## src/rtl/pipe_exc_ctrl.sv

```systemverilog
// Pipeline controller: merges stage stall requests, turns mem-stage exceptions
// into a flush/redirect pulse, and keeps a post-flush lockout plus debug counters.
module pipe_exc_ctrl #(
  parameter logic [31:0] EXC_VECTOR = 32'h00000020,
  parameter int unsigned LOCKOUT    = 2,
  parameter int unsigned WDOG_MAX   = 255
) (
  input  logic        Clk,
  input  logic        Rst,
  input  logic        stallreq_id,
  input  logic        stallreq_ex,
  input  logic        stallreq_mem,
  input  logic [31:0] excepttype_i,
  input  logic [31:0] cp0_epc_i,
  output logic [5:0]  stall,
  output logic        flush,
  output logic [31:0] new_pc,
  output logic        lockout,
  output logic        stall_timeout,
  output logic [15:0] exc_count
);

  localparam logic [0:0]  S_IDLE    = 1'b0;
  localparam logic [0:0]  S_LOCK    = 1'b1;
  localparam logic [31:0] ERET_CODE = 32'h0000000e;
  localparam logic [3:0]  LOCK_INIT = 4'(LOCKOUT);
  localparam logic [7:0]  WDOG_LIM  = 8'(WDOG_MAX);

  logic [0:0]  r_state;
  logic [3:0]  r_lock_cnt;
  logic [7:0]  r_wdog_cnt;
  logic        r_stall_timeout;
  logic [15:0] r_exc_count;

  logic        w_accept;
  logic [5:0]  w_stall;
  logic [31:0] w_new_pc;

  always_comb begin
    w_accept = (r_state == S_IDLE) && (excepttype_i != '0);
    w_stall  = '0;
    w_new_pc = '0;
    // An accepted exception overrides every stall request in the same cycle.
    if (w_accept) begin
      w_new_pc = (excepttype_i == ERET_CODE) ? cp0_epc_i : EXC_VECTOR;
    end else if (stallreq_mem) begin
      w_stall = 6'b011111;
    end else if (stallreq_ex) begin
      w_stall = 6'b001111;
    end else if (stallreq_id) begin
      w_stall = 6'b000111;
    end
  end

  always_ff @(posedge Clk) begin
    if (Rst) begin
      r_state         <= S_IDLE;
      r_lock_cnt      <= '0;
      r_wdog_cnt      <= '0;
      r_stall_timeout <= 1'b0;
      r_exc_count     <= '0;
    end else begin
      case (r_state)
        S_IDLE: begin
          if (w_accept) begin
            r_state    <= S_LOCK;
            r_lock_cnt <= LOCK_INIT;
            if (r_exc_count != '1) r_exc_count <= r_exc_count + 16'd1;
          end
        end
        default: begin
          r_lock_cnt <= r_lock_cnt - 4'd1;
          if (r_lock_cnt == 4'd1) r_state <= S_IDLE;
        end
      endcase

      // Flag is set on the same edge the counter reaches its limit.
      if (w_stall != '0) begin
        if (r_wdog_cnt != WDOG_LIM) r_wdog_cnt <= r_wdog_cnt + 8'd1;
        if (r_wdog_cnt >= WDOG_LIM - 8'd1) r_stall_timeout <= 1'b1;
      end else begin
        r_wdog_cnt <= '0;
      end
    end
  end

  assign stall         = w_stall;
  assign flush         = w_accept;
  assign new_pc        = w_new_pc;
  assign lockout       = (r_state == S_LOCK);
  assign stall_timeout = r_stall_timeout;
  assign exc_count     = r_exc_count;

endmodule

```

## config.mk

```make
export PLATFORM = sky130hd
export DESIGN_NAME = pipe_exc_ctrl
export DESIGN_NICKNAME = d
export VERILOG_FILES = /design/src/rtl/pipe_exc_ctrl.sv
export SDC_FILE = /design/constraint.sdc
export NUM_CORES = 1
export LEC_CHECK = 0
export BUFFER_PORTS_ARGS = -buffer_cell sky130_fd_sc_hd__buf_2
export CAP_MARGIN = 20
export CORE_ASPECT_RATIO = 0.7
export CORE_MARGIN = 3
export CORE_UTILIZATION = 38
export DETAILED_ROUTE_END_ITERATION = 8
export PLACE_DENSITY = 0.76
export SETUP_SLACK_MARGIN = 0.15
export SLEW_MARGIN = 40
export SYNTH_ARGS = -nofsm -noshare
export SYNTH_HDL_FRONTEND = slang
export SYNTH_SLANG_ARGS = --single-unit
```

## constraint.sdc

```tcl
create_clock -name Clk -period 1.6 [get_ports Clk]
set_input_delay 0.08 -clock Clk [delete_from_list [all_inputs] [get_ports Clk]]
set_output_delay 0.08 -clock Clk [all_outputs]
set_load 0.02 [all_outputs]
```

==> run metrics <==
status=complete, but fails checks; violated checks=negative setup slack; setup slack, reg-to-reg=-0.26 ns; synth warn=0; fin util=about nine tenths; Synth Net Count=approximately 310; Worst path max stage delay=about 0.30 ns; # fillers=186; Die Y=65.3 um; setup_tns=-12.53 ns; Residual DRC=0; final cycle utilization of the critical path=117%; worst vdd ir=~0.31 mV; Die ar.=between 5000 and 6000 sq um; WHS Endpoint=stall_timeout; clock skew=between 0.01 and 0.015 ns; Rel. slew slack=49.4%; Synth top area share=between 30% and 40%; Syn Inst Count=232; crit end category=output pin; Pleak=1.83 nW; post-synth top area cell=dfxtp_1; Syn Area/Cell=8.24 sq um; area post-placement=between 2000 and 3000 sq um; initial antenna violation count=0; R2R depth=9; Hold Vio Cnt, Final=0; cell mode on critical path=buf_6; number of synthesized register bits=30; antenna viol nets, final=0; combinational share of power=approximately a quarter; Worst Hold Depth=2; Synth area leaders=dfxtp_1 (31%), and2_1 (11%), a21oi_1 (5.2%); Final Critical Period=between 1.5 and 2 ns; Sequential Power Share=between 30% and 40%; post-detail-place hpwl=approximately 4.7 mm; Post-Route WL=11.6 mm; Slowest cell on crit path=nor4_4; placed cells=approximately 450; Hold Buf Count CTS=0; DR WL/cell=23.5 um; GP Congestion=between 0.8 and 0.9; clock latency at the later pin of the worst-skew pair=~0.30 ns; diode count=0; distinct cell type count after synthesis=48; layout cells sized above 1=between 70% and 80%; Worst Path Arrival=1.80 ns; final worst slack=-0.277 ns; number of global-route vias before repair=between 2000 and 3000; reg2reg start=lockout; Top Ports=about 130; WP data required=~1.5 ns; crit-path leading delay family=simple AND/OR/NAND/NOR gates; main flop type after synthesis=dfxtp_1; Area Overhead vs Synth=114%; clk slew on worst S/H paths=~0.06 ns; CTS Buf Count=5; Int Pwr=about 0.0014 W; cell area after layout=4100 sq um; gr usage total=27.3%; Max Clk Rate=533 MHz; met3 Track Usage GR=under 10%; CP Buf/Inv Count=5; row count=20; TritonRoute pass-1 iters=7; HP Start=Rst; clock share of power=37.5%; CTS max path bufs=2; grt ovf=0; clk sink count=30; Post-synth EDFFs=0; largest net degree at the start of global routing=19; CORE AREA=4580 sq um; RSZ-0062 raised after global routing=true; met2 Use GR=48.9%; Worst Hold Class=input port to flop; asr flop ratio synth=0%; pre-CTS setup slack=-0.150 ns; Crit Path Class=input port to output pin; routed via count=3060; PortBufs=about 120; startpoint types=input port; CTS HTree Levels=2; die width=between 90 and 100 um; routed vias/inst=~6.2; nets=~500; max_cap viols=0; Most Crowded Layer GR=met2; non-filler cells, final=494; Pins Over Slew Limit=0; CTS tree=built; Worst-Margin Slew=0.753 ns; Reg-to-Reg End=exc_count[13]; Post-Synthesis Cell Area=around 1900 sq um; Reg area=approximately 620 sq um; crit-path max FO=8; final setup fails=between 60 and 70; area of the multi-input gates=between 1500 and 2000 sq um; register area share after synthesis=a little under a third; CP startpoint=excepttype_i[26]; worst path cell trace=buf_6 > nor4_4 > nand4_1 > buf_4 > nor4_4 > buf_4 > buf_6 > and2_4 > buf_6; DRT iter0 DRCs=424; root buffer cell=clkbuf_8; first-pass GRT wire length=around 13 mm; initial core utilization=41.7%; sw frac=slightly below 30%; met1 usage=31.2%; switching power=between 0.0005 and 0.0006 W; pwr dens=488 nW/um^2
[through the flow]
step	power (W)	hold WS, ns
final	0.00200	0.232
after global routing	0.00205	0.246
after CTS	0.00184	0.187
after detailed placement	0.00105	0.461
after global placement	0.00105	0.461
after floorplan	0.000919	0.287
[layout make-up]
cell class              count  area share, %
clock buffers               8           2.69
multi-input cells         182           40.5
flip-flops and latches     30           15.2
repair buffers            200           38.7
well taps                  66           2.02
inverters                   8          0.916
[kinds of logic after synthesis]
| group | after synthesis | synth area share (%) |
|---|---|---|
| simple gates | 122 | 38.7 |
| buf+inv | 20 | 6.09 |
| flops | 30 | 31.4 |
| compound gates | 47 | 16.8 |
| fa+ha+maj | 5 | 3.27 |
| xor+xnor | 4 | 1.83 |
| other cells | 1 | 0.196 |
| mux | 3 | 1.70 |
[repair_timing]
action / CTS / global route
pin swaps: 40 / 44
setup buffers: 19 / 16
gates resized for setup: 138 / 86
endpoints found under the hold margin: 0 / 0
gates cloned: 3 / 1
setup endpoints to repair: 54 / 67
[state kept, by name, summed over array words and instances (netlist names)]
signal         count
stall_timeout      1
lockout            1
r_wdog_cnt         8
r_lock_cnt         4
exc_count         16
[cells in the final DEF (no fill, tap or decap), drive strengths merged, types with 2 or more instances in the layout]
master and count:
and3 4, xnor2 3, nand3 8, and2 33, o21ai 5, or3 4, nand4 8, or4 11
inv 8, nor2b 2, o31ai 12, mux2 2, a21oi 20, nand2 12, dfxtp 30, buf 200
nor4b 2, nor2 17, clkbuf 8, ha 5, a211oi 2, nor3 6, nor4 11
[synthesized netlist by cell type, types with 2 or more instances]
cell	count
buf_4	3
clkbuf_1	3
mux2_1	2
ha_1	5
nand4_1	7
or4_1	10
nor2b_1	2
nand3_1	8
and3_1	4
buf_2	2
dfxtp_1	30
and2_1	33
inv_1	8
a21oi_1	20
or3_1	3
nor4_1	10
a211oi_1	2
nand2_1	11
o31ai_1	11
o21ai_0	5
nor3_1	6
xnor2_1	3
buf_6	3
nor2_1	17
[power groups by stage]
stage / Sequential [W] / Combinational, W / Clock [W]
6_report: 0.000782 / 0.000468 / 0.000749
5_1_grt: 0.000782 / 0.000484 / 0.000784
4_1_cts: 0.000774 / 0.000337 / 0.000730
3_5_place_dp: 0.000788 / 0.000267 / 0
3_3_place_gp: 0.000787 / 0.000260 / 0
2_1_floorplan: 0.000798 / 0.000121 / 0
[routing by layer]
metal | vias to the layer above | part of all wire [%]
met5 | - | 0
li1 | 1247 | -
met1 | 1446 | 34
met2 | 264 | 49
met3 | 103 | 9.0
met4 | 0 | 8.0
[worst max-delay path by stage]
stage / to / slack [ns] / cells past startpoint
3_3_place_gp: new_pc[8] / -0.19 / 7
2_1_floorplan: stall[1] / -0.17 / 8
5_1_grt: new_pc[17] / -0.32 / 9
6_report: new_pc[22] / -0.28 / 9
3_5_place_dp: new_pc[8] / -0.15 / 7
4_1_cts: exc_count[15] / -0.13 / 5
No activity file was read; power rests on OpenSTA's default activity.
